[config.mk]
export PLATFORM = sky130hd
export DESIGN_NAME = lift_call_queue
export DESIGN_NICKNAME = d
export VERILOG_FILES = /design/src/rtl/lift_call_queue.sv
export SDC_FILE = /design/constraint.sdc
export NUM_CORES = 1
export LEC_CHECK = 0
export BUFFER_PORTS_ARGS = -buffer_cell sky130_fd_sc_hd__buf_4
export CAP_MARGIN = 0
export CORE_ASPECT_RATIO = 1.75
export CORE_MARGIN = 2
export CORE_UTILIZATION = 35
export CTS_CLUSTER_SIZE = 40
export DETAILED_ROUTE_END_ITERATION = 8
export SYNTH_ARGS = -nofsm -noshare
export SYNTH_HDL_FRONTEND = slang
export SYNTH_SLANG_ARGS = --single-unit
[constraint.sdc]
create_clock -name clk -period 12.7 [get_ports clk]
set_clock_uncertainty 0.2 [all_clocks]
set_input_delay 1.905 -clock clk [delete_from_list [all_inputs] [get_ports clk]]
set_output_delay 1.905 -clock clk [all_outputs]
set_load 0.02 [all_outputs]
[src/rtl/lift_call_queue.sv]
// lift_call_queue: synchronises and latches eight floor-call buttons, then issues one SCAN-ordered
// target floor to the lift controller. Option macro: LIFT_CALL_DEBOUNCE_EN (per-button debounce).
module lift_call_queue #(
    parameter int NUM_FLOORS      = 8,
    parameter int FLOOR_W         = 3,
    parameter int DEBOUNCE_CYCLES = 4
) (
    input  logic                  clk,
    input  logic                  reset,
    input  logic [NUM_FLOORS-1:0] btn,
    input  logic [FLOOR_W-1:0]    current_floor,
    input  logic                  door_open,
    input  logic                  emergency_stop,
    output logic [FLOOR_W-1:0]    req_floor,
    output logic                  req_valid,
    output logic                  dir_up,
    output logic [NUM_FLOORS-1:0] pending
);

    typedef enum logic [1:0] {S_IDLE, S_UP, S_DOWN} state_t;

    if (DEBOUNCE_CYCLES < 1 || DEBOUNCE_CYCLES > 15) begin : g_bad_debounce
        $error("DEBOUNCE_CYCLES must be in 1..15");
    end

    logic [NUM_FLOORS-1:0] r_sync1, r_sync2, r_level_d, r_pending;
    logic [NUM_FLOORS-1:0] w_level, w_rise, w_clear;
    logic [FLOOR_W-1:0]    w_cur;

    state_t             r_state, w_state_next;
    logic [FLOOR_W-1:0] r_req_floor, w_tgt;
    logic               r_req_valid, w_valid, r_dir_up, w_dir;

    logic               w_up_found, w_dn_found;
    logic [FLOOR_W-1:0] w_up_tgt, w_dn_tgt, w_near_tgt;
    logic [FLOOR_W:0]   w_near_dist, w_dist;

    always_ff @(posedge clk or negedge reset) begin
        if (!reset) begin
            r_sync1 <= '0;
            r_sync2 <= '0;
        end else begin
            // NOTE: non-blocking so r_sync2 takes the old r_sync1; blocking would collapse both stages into one.
            r_sync1 <= btn;
            r_sync2 <= r_sync1;
        end
    end

`ifdef LIFT_CALL_DEBOUNCE_EN
    logic [3:0]            r_cnt [NUM_FLOORS];
    logic [NUM_FLOORS-1:0] r_deb;

    always_ff @(posedge clk or negedge reset) begin
        if (!reset) begin
            // NOTE: the counter array is reset like any other state so a reset leaves no half-counted press.
            for (int i = 0; i < NUM_FLOORS; i++) r_cnt[i] <= '0;
            r_deb <= '0;
        end else begin
            for (int i = 0; i < NUM_FLOORS; i++) begin
                if (r_sync2[i] == r_deb[i]) begin
                    r_cnt[i] <= '0;
                end else if (r_cnt[i] == 4'(DEBOUNCE_CYCLES - 1)) begin
                    r_deb[i] <= r_sync2[i];
                    r_cnt[i] <= '0;
                end else begin
                    r_cnt[i] <= r_cnt[i] + 4'd1;
                end
            end
        end
    end

    assign w_level = r_deb;
`else
    assign w_level = r_sync2;
`endif

    assign w_rise = w_level & ~r_level_d;
    assign w_cur  = (int'(current_floor) > NUM_FLOORS - 1) ? FLOOR_W'(NUM_FLOORS - 1) : current_floor;

    always_comb begin
        // NOTE: every comb output gets a default first; a missed branch would otherwise infer a latch.
        w_clear = '0;
        if (door_open && !emergency_stop) w_clear[w_cur] = 1'b1;
    end

    always_ff @(posedge clk or negedge reset) begin
        if (!reset) begin
            r_level_d <= '0;
            r_pending <= '0;
        end else begin
            r_level_d <= w_level;
            r_pending <= (r_pending | w_rise) & ~w_clear;
        end
    end

    // Candidate targets: next call in each sweep direction and the overall nearest (ties go up).
    always_comb begin
        w_up_found  = 1'b0;
        w_up_tgt    = '0;
        w_dn_found  = 1'b0;
        w_dn_tgt    = '0;
        w_near_tgt  = '0;
        w_near_dist = '1;
        w_dist      = '0;
        for (int i = NUM_FLOORS - 1; i >= 0; i--) begin
            if (r_pending[i] && FLOOR_W'(i) >= w_cur) begin
                w_up_found = 1'b1;
                w_up_tgt   = FLOOR_W'(i);
            end
        end
        for (int i = 0; i < NUM_FLOORS; i++) begin
            if (r_pending[i] && FLOOR_W'(i) <= w_cur) begin
                w_dn_found = 1'b1;
                w_dn_tgt   = FLOOR_W'(i);
            end
            if (r_pending[i]) begin
                w_dist = ((FLOOR_W+1)'(i) >= {1'b0, w_cur}) ? (FLOOR_W+1)'(i) - {1'b0, w_cur}
                                                            : {1'b0, w_cur} - (FLOOR_W+1)'(i);
                if (w_dist <= w_near_dist) begin
                    w_near_dist = w_dist;
                    w_near_tgt  = FLOOR_W'(i);
                end
            end
        end
    end

    // A turnaround selects the first call of the new direction in the same cycle, so no bubble.
    always_comb begin
        w_state_next = r_state;
        w_tgt        = r_req_floor;
        w_valid      = 1'b0;
        w_dir        = r_dir_up;
        case (r_state)
            S_IDLE: if (|r_pending) begin
                w_valid = 1'b1;
                w_tgt   = w_near_tgt;
                w_dir   = (w_near_tgt >= w_cur);
                w_state_next = w_dir ? S_UP : S_DOWN;
            end
            S_UP: begin
                if (w_up_found) begin
                    w_valid = 1'b1;
                    w_tgt   = w_up_tgt;
                    w_dir   = 1'b1;
                end else if (w_dn_found) begin
                    w_valid = 1'b1;
                    w_tgt   = w_dn_tgt;
                    w_dir   = 1'b0;
                    w_state_next = S_DOWN;
                end else begin
                    w_state_next = S_IDLE;
                end
            end
            S_DOWN: begin
                if (w_dn_found) begin
                    w_valid = 1'b1;
                    w_tgt   = w_dn_tgt;
                    w_dir   = 1'b0;
                end else if (w_up_found) begin
                    w_valid = 1'b1;
                    w_tgt   = w_up_tgt;
                    w_dir   = 1'b1;
                    w_state_next = S_UP;
                end else begin
                    w_state_next = S_IDLE;
                end
            end
            default: w_state_next = S_IDLE;
        endcase
    end

    always_ff @(posedge clk or negedge reset) begin
        if (!reset) begin
            r_state     <= S_IDLE;
            r_req_floor <= '0;
            r_req_valid <= 1'b0;
            r_dir_up    <= 1'b0;
        end else if (!emergency_stop) begin
            r_state     <= w_state_next;
            r_req_floor <= w_tgt;
            r_req_valid <= w_valid;
            r_dir_up    <= w_dir;
        end
    end

    assign req_floor = r_req_floor;
    assign req_valid = r_req_valid;
    assign dir_up    = r_dir_up;
    assign pending   = r_pending;

endmodule

Word-level counts from Yosys, hierarchy flattened

Index checks and enable logic that the tools add are counted.

$lt $le $gt $ge: 34
Eq/ne operators: 7
Reductions and logical operators: 24
$add $sub $neg: 14
Muxes and demuxes: 94
Bitwise logic cells: 6

Operator list:

| kind                                                                 | count |
|---|---|
| 3-bit 2-to-1 mux                                                     | 31 |
| 4-bit 2-to-1 mux                                                     | 21 |
| 1-bit 2-to-1 mux                                                     | 31 |
| 4-bit <= comparator                                                  | 7 |
| 3-bit >= comparator, first input constant                            | 7 |
| 1-bit logical AND                                                    | 18 |
| 8-bit AND                                                            | 2 |
| 8-bit NOT                                                            | 2 |
| 3-bit by 3-bit subtractor with 4-bit output, first input constant    | 4 |
| 1-bit by 3-bit >= comparator with 1-bit output, first input constant | 4 |
| 2-bit by 3-bit >= comparator with 1-bit output, first input constant | 4 |
| 3-bit <= comparator, first input constant                            | 4 |
| 3-bit by 3-bit subtractor with 4-bit output, second input constant   | 3 |
| 2-bit 2-to-1 mux                                                     | 5 |
| 3-bit case mux with 3 select lines                                   | 1 |
| 8-bit 2-to-1 mux                                                     | 1 |
| 8-bit bitwise OR                                                     | 1 |
| 8-bit OR reduction                                                   | 1 |
| 1-bit by 3-bit subtractor with 4-bit output, first input constant    | 2 |
| 2-bit by 3-bit subtractor with 4-bit output, first input constant    | 2 |
| 3-bit by 2-bit subtractor with 4-bit output, second input constant   | 2 |
| 1-bit by 3-bit <= comparator with 1-bit output, first input constant | 2 |
| 2-bit by 3-bit <= comparator with 1-bit output, first input constant | 2 |
| 2-bit inequality test, second input constant                         | 3 |
| other kinds (17)                                                     | 19 |

Output and inout port bits: 13
Word-level logic and storage cells: 187
Input bits: 15
Flip-flop bits (word level): 39

Logic depth before layout (Yosys ltp)

Gate-level depths: netlist of the first run.

Depth after elaboration: 30
Depth in mapped cells: 64

Worst setup path before layout of the first run

Ideal clock, no wire load.

Path kind: input to register
Start: input current_floor[0]
End: register r_dir_up (netlist: dir_up)
Arrival time: 13.256 ns
Library setup time: 0.125 ns
Cell stages on the path: 56
Slack: -0.881 ns
Required time: 12.375 ns
Cell sequence: clkbuf_1 > clkinv_1 > ha_1 > buf_2 > and3b_1 > a211oi_2 > ha_1 > nor2b_1 > o211ai_1 > a21o_1 > nor2_1 > a21oi_1 > ha_1 > inv_1 > a21oi_1 > nand4_1 > a31oi_4 > mux2_2 > (+20 left out) > nor2b_1 > o21ai_0 > nand2b_1 > a21oi_1 > o21ai_1 > mux2i_1 > ha_1 > nor2b_1 > o21a_1 > o21ai_0 > nand2_1 > nor3b_1 > ha_1 > nand2b_1 > a21o_1 > a21oi_1 > mux2i_1 > mux2_2

Longest elaborated chain between the ends: 29

RTL lines:

| item                                                                                                                 | RTL line | RTL |
|---|---|---|
| start: declaration                                                                                                   | 11       | `input logic [FLOOR_W-1:0] current_floor,` |
| 1-bit by 3-bit subtractor with 4-bit output / 1-bit by 3-bit >= comparator with 1-bit output (equally long branches) | 117, 106 |  |
| 4-bit 2-to-1 mux                                                                                                     | 117      | `w_dist = ((FLOOR_W+1)'(i) >= {1'b0, w_cur}) ? (FLOOR_W+1)'(i) - {1'b0, w_cur}` |
| 4-bit <= comparator                                                                                                  | 119      | `if (w_dist <= w_near_dist) begin` |
| 4-bit 2-to-1 mux                                                                                                     | 119      |  |
| 4-bit 2-to-1 mux                                                                                                     | 116      | `if (r_pending[i]) begin` |
| 4-bit <= comparator                                                                                                  | 119      |  |
| 4-bit 2-to-1 mux                                                                                                     | 119      |  |
| 4-bit 2-to-1 mux                                                                                                     | 116      |  |
| (+13 left out)                                                                                                       | --       |  |
| 4-bit 2-to-1 mux                                                                                                     | 119      |  |
| 4-bit 2-to-1 mux                                                                                                     | 116      |  |
| 4-bit <= comparator                                                                                                  | 119      |  |
| 3-bit 2-to-1 mux                                                                                                     | 119      |  |
| 3-bit 2-to-1 mux                                                                                                     | 116      |  |
| 3-bit >= comparator                                                                                                  | 137      | `w_dir = (w_near_tgt >= w_cur);` |
| 1-bit 2-to-1 mux                                                                                                     | 134      | `S_IDLE: if (\|r_pending) begin` |
| 1-bit case mux with 3 select lines                                                                                   | 133      | `case (r_state)` |
| end signal: assignment                                                                                               | 182      | `r_dir_up <= w_dir;` |
| end: declaration                                                                                                     | 32       | `logic r_req_valid, w_valid, r_dir_up, w_dir;` |

Parallel ways exist; a longest one is shown, timed or not. The select of a mux whose other input is x is not followed.
A chain may end at the register's enable or synchronous reset.

Worst setup path in the final report of the first run

Same ends and word-level chain as after synthesis.

==> results of run 1 <==
==> layer usage <==
metal,global-route usage (%),vias to the layer above,routed length [um]
met2,37.3,91,5840
met5,0,-,0
li1,-,1617,-
met1,18.9,1574,3660
met4,11.7,0,578
met3,1.65,40,256
==> stage by stage <==
stage	hold slack [ns]	cells	util, %
6_report	0.147	598	46.0
3_3_place_gp	0.132	577	40.8
3_5_place_dp	0.137	577	40.8
5_1_grt	0.162	598	46.0
2_1_floorplan	0.131	418	-
4_1_cts	0.150	585	42.8
==> synthesized netlist by cell type (7+ instances only) <==
library cell	n
o21ai_0	26
mux2_2	7
clkbuf_1	8
dfrtp_1	39
ha_1	37
nor2b_1	13
nand3_1	8
nand2_1	32
mux2i_1	13
a21oi_1	38
nor2_1	32
and2_1	9
nand2b_1	11
inv_1	33
==> power by group <==
group | internal (uW) | switching [uW] | total, uW
clock network | 114 | 49.0 | 163
logic | 243 | 276 | 519
registers | 141 | 13.6 | 155
total | 498 | 339 | 836
==> cells by family after synthesis <==
kind of cell | after synthesis | share of synthesized area (%)
compound gates | 128 | 24.9
xor+xnor | 6 | 1.49
fa+ha+maj | 40 | 13.9
buf+inv | 46 | 5.27
flops | 39 | 27.6
mux | 23 | 7.18
other cells | 1 | 0.106
simple gates | 134 | 19.5
==> worst max-delay path: cells and delay by family <==
family / cells / cell delay (ns)
AO/OA/AOI/OAI: 16 / 2.57
multiplexers: 8 / 2.04
XOR/XNOR: 1 / 0.17
adder cells (fa/ha/maj): 11 / 2.92
buffers and inverters: 4 / 0.31
AND/OR/NAND/NOR: 16 / 2.27
==> area by class of cell <==
type                       instances  area [um2]
fill                             983        5320
multi-input combinational        333        2620
clock inverter                     3        71.3
sequential                        39         976
timing repair buffer              59         443
clock buffer                       5         125
inverter                          34         135
tap                              125         156
==> flip-flops by register name, indices dropped and copies added (netlist names) <==
signal,count
dir_up,1
pending,8
req_floor,3
r_sync1,8
r_sync2,8
r_level_d,8
r_state,2
req_valid,1
==> worst min-delay path by stage <==
| stage | slack [ns] | from | cells past startpoint | endpoint |
|---|---|---|---|---|
| after global routing | 0.16 | r_sync1[7] | 0 | r_sync2[7] |
| after floorplan | 0.13 | r_sync1[0] | 0 | r_sync2[0] |
| after global placement | 0.13 | r_sync1[0] | 0 | r_sync2[0] |
| after detailed placement | 0.14 | r_sync1[1] | 0 | r_sync2[1] |
| after CTS | 0.15 | r_sync1[1] | 0 | r_sync2[1] |
| final | 0.15 | r_sync1[1] | 0 | r_sync2[1] |
==> timing repair <==
item	CTS	global route
pin swaps	0	21
setup endpoints to repair	1	4
gates resized for setup	1	47
setup buffers	0	13
==> qor.txt, run 1 <==
Final setup viols = 0
Crit share post-route = 96.3%
Max VDD drop = 0.119 mV
Largest fanout on the critical path = 6
First-pass GRT wire length = 16,200 um
P&R area growth vs syn = 28.0%
Total gr overflow = 0
Worst R2R Setup Slack = 2.10 ns
Port Buf Inserts = 27
Area contributors post-synth = dfrtp_1 28%, ha_1 13%, a21oi_1 5.4%
Share of cells above drive strength 1 = 26.6%
Post-synth top area cell = dfrtp_1
Number of synthesized flops with an enable pin = 0
Synth Warn # = 0
Distinct cells, synth = 64
Lkg Pwr = 0.00205 uW
Register bit count reported by yosys = 39
Post-synth top area share = 27.6%
Slew HR = 52.5%
Max cap viols = 0
Fin worst setup slack = 0.469 ns
Final Slew Violations = 0
Slowest cell on crit path = mux2_4
Crit path launch = current_floor[0]
Global placer's final weighted congestion = 0.908
Post-route DRC = 0
Wire length per cell = 17.3 um
Worst-skew pair later-pin latency = 0.28 ns
Hold Path Class = reg2reg
Fin. Hold Viols = 0
Reg2reg end = dir_up
Post-synthesis cell area = 3540 um2
Core footprint = 9850 um2
Initial antenna violation count = 0
Nets = 524
DIE HEIGHT = 137 um
Status = completed
Clock transition at path regs = 0.06 ns
Seq/Total Area, Yosys = 27.6%
Die ar. = 11,000 um2
Fin area = 4530 um2
Mapped Cells = 417
TritonCTS buffer count = 5
DP Wirelength = 8150 um
Fraction of registers with async set/reset = 100%
Standard-cell rows = 48
Crit start category = input port
First DRT Iteration DRCs = 138
Dpl cell area = 4020 um2
Crit path DAT = 12.20 ns
Synth Flop Type = dfrtp_1
Vias per inst = 5.56
Total wire length = 10,300 um
Required @ worst endpoint = 12.67 ns
CTS tree = yes
Most common library cell in the layout ignoring fill and taps = buf_4
Vias in the first global route = 3,367
Worst-margin pin slew = 0.692 ns
Max incr delay on CP = 0.34 ns
Htree depth = 2
Ports = 28
Tmin final = 12.23 ns
Pin count of the biggest net entering global routing = 40
Clock Sinks = 39
CP dominant cell by count = mux2_4
Drt first pass iters = 4
Mean Syn Cell Area = 8.48 um2
PwrDens = 185 nW/um2
Antenna cells = 0
Max clock buf depth = 2
Root Buffer = clkbuf_16
All-Layer GR Usage = 19.2%
Die width = 80.0 um
Vias = 3,322
Pre-CTS setup slack = -0.301 ns
Peak Freq = 81.8 MHz
Commonest non-fill, non-tap cells in the layout = 59 x buf_4, 39 x dfrtp_1, 34 x a21oi_1, 31 x nand2_1, 30 x inv_1
Reg2Reg Depth = 53
Sum Neg Setup Slack = 0 ns
Worst Setup EP = dir_up
Critical Path End Type = flop
Initial core utilization = 35.9%
CP Class = in2reg
Routed Antenna Nets = 0
Pwr Total = 836 uW
Reg2reg start = pending[0]
# hold bufs at CTS = 0
(Power assumes the default switching activity.)
==> inputs of run 2 (changes only) <==
--- a/config.mk
+++ b/config.mk
@@ -9,9 +9,10 @@
 export CAP_MARGIN = 0
 export CORE_ASPECT_RATIO = 1.75
 export CORE_MARGIN = 2
-export CORE_UTILIZATION = 35
+export CORE_UTILIZATION = 55
 export CTS_CLUSTER_SIZE = 40
 export DETAILED_ROUTE_END_ITERATION = 8
+export PLACE_DENSITY = 0.74
 export SYNTH_ARGS = -nofsm -noshare
 export SYNTH_HDL_FRONTEND = slang
 export SYNTH_SLANG_ARGS = --single-unit
==> constraint.sdc (replaced) <==
create_clock -name clk -period 14.6 [get_ports clk]
set_clock_uncertainty 0.2 [all_clocks]
set_input_delay 2.19 -clock clk [delete_from_list [all_inputs] [get_ports clk]]
set_output_delay 2.19 -clock clk [all_outputs]
set_load 0.02 [all_outputs]
==> qor.txt, run 2 (synthesis results as in run 1) <==
All-Layer GR Usage = 26.4% (+7.2 points)
Hold Path Class = reg2reg
Largest fanout on the critical path = 13 (+7)
First-pass GRT wire length = 14,400 um (-11%)
Crit path DAT = 13.73 ns (+1.53 ns)
Ports = 28 (unchanged)
DIE HEIGHT = 110 um (-20%)
Required @ worst endpoint = 14.59 ns (+1.92 ns)
Max clock buf depth = 2 (unchanged)
Final setup viols = 0 (unchanged)
Clock transition at path regs = 0.08 ns (+0.02 ns)
Commonest non-fill, non-tap cells in the layout = 39 x dfrtp_1, 38 x a21oi_1, 37 x ha_1, 37 x buf_4, 33 x inv_1
Initial core utilization = 56.8% (+21 points)
Vias per inst = 6.07 (+9.2%)
Fin. Hold Viols = 0 (unchanged)
CP dominant cell by count = ha_1
DP Wirelength = 7020 um (-14%)
Vias = 3,222 (-3.0%)
Standard-cell rows = 38 (-21%)
Wire length per cell = 16.7 um (-3.2%)
Post-route DRC = 0 (unchanged)
Pin count of the biggest net entering global routing = 40 (unchanged)
Die ar. = 7110 um2 (-35%)
Worst-margin pin slew = 0.634 ns (-0.0579 ns)
Slew HR = 56.5% (+4.0 points)
Critical Path End Type = flop
Fin worst setup slack = 0.859 ns (+0.390 ns)
Max incr delay on CP = 0.38 ns (+0.04 ns)
Tmin final = 13.74 ns
Sum Neg Setup Slack = 0 ns (unchanged)
Status = completed
Max cap viols = 0 (unchanged)
Drt first pass iters = 4 (unchanged)
Lkg Pwr = 0.00183 uW (-11%)
Most common library cell in the layout ignoring fill and taps = dfrtp_1
Htree depth = 2 (unchanged)
Slowest cell on crit path = mux2_2
Final Slew Violations = 0 (unchanged)
Core footprint = 6230 um2 (-37%)
Total gr overflow = 0 (unchanged)
Peak Freq = 72.8 MHz
Nets = 502 (-4.2%)
Antenna cells = 0 (unchanged)
Share of cells above drive strength 1 = 15.1% (-12 points)
Global placer's final weighted congestion = 0.903 (-0.51%)
Max VDD drop = 0.109 mV (-8.8%)
P&R area growth vs syn = 12.1%
Root Buffer = clkbuf_8
CP Class = in2reg
Worst-skew pair later-pin latency = 0.30 ns (+0.02 ns)
PwrDens = 147 nW/um2 (-21%)
Clock Sinks = 39 (unchanged)
Vias in the first global route = 3,183 (-5.5%)
Pre-CTS setup slack = 0.205 ns (+0.506 ns)
CTS tree = yes
RSZ-0062 raised after global routing = false
Crit share post-route = 94.1%
Total wire length = 8880 um (-14%)
Final-layout fill cell count = 542 (-45%)
First DRT Iteration DRCs = 95 (-31%)
Initial antenna violation count = 0 (unchanged)
Routed Antenna Nets = 0 (unchanged)
TritonCTS buffer count = 5 (unchanged)
Crit start category = input port
Port Buf Inserts = 27 (unchanged)
Die width = 64.6 um (-19%)
-- run 2: metrics by stage --
step | hold WS [ns] | cells | total power [uW] | instance area (um2) | utilization (%)
finish | 0.145 | 531 | 582 | 3960 | 63.6
global route | 0.153 | 531 | 630 | 3960 | 63.6
CTS | 0.150 | 525 | 577 | 3910 | 62.8
detailed placement | 0.137 | 517 | 498 | 3810 | 61.2
global placement | 0.132 | 517 | 485 | 3810 | 61.2
floorplan | 0.131 | 418 | 411 | 3540 | -
-- run 2: what timing repair did --
item,4_1_cts,5_1_grt
buffers inserted,0,6
setup endpoints to repair,0,3
resized for setup,0,3
hold buffers,0,0
-- run 2: path summary, 6_finish.rpt --
check | from | cells after the start | endpoint | slack [ns]
worst max register to register | pending[0] | 53 | dir_up | 3.29
max in group asynchronous | reset | 1 | req_floor[2] | 12.22
worst min-delay path | r_sync1[0] | 0 | r_sync2[0] | 0.14
min in group asynchronous | reset | 1 | r_level_d[3] | 1.64
worst min register to register | r_sync1[0] | 0 | r_sync2[0] | 0.14
worst max-delay path | current_floor[1] | 57 | dir_up | 0.86
-- run 2: worst max-delay path: cells and delay by family --
family / cells / cell delay (ns)
and+or+nand+nor: 17 / 2.41
muxes: 7 / 2.15
adders and majority gates: 11 / 3.16
buffers and inverters: 5 / 0.83
AOI/OAI and AO/OA: 17 / 2.98
-- run 2: layer usage --
metal  up-vias  part of all wire [%]  global-route usage (%)
met2        73                    56                    51.2
li1       1571                     -                       -
met1      1549                    38                    26.1
met5         -                     0                       0
met4         0                   4.1                    16.1
met3        29                   2.8                    3.25
-- run 2: area by class of cell --
| type | count | area [um2] | share of cell area, % |
|---|---|---|---|
| Multi-Input combinational cell | 333 | 2380 | 60.0 |
| Sequential cell | 39 | 976 | 24.6 |
| Timing Repair Buffer | 37 | 278 | 7.01 |
| Inverter | 34 | 131 | 3.31 |
| Tap cell | 80 | 100 | 2.53 |
| Clock buffer | 6 | 82.6 | 2.08 |
| Clock inverter | 2 | 16.3 | 0.410 |
-- run 2: report_power, final --
part / internal [uW] / total, uW / leakage, uW / switching (uW)
Combinational: 164 / 370 / 0.00135 / 206
Clock: 38.5 / 77.2 / 0.0000474 / 38.7
Sequential: 123 / 135 / 0.000437 / 11.9
Total: 325 / 582 / 0.00183 / 257
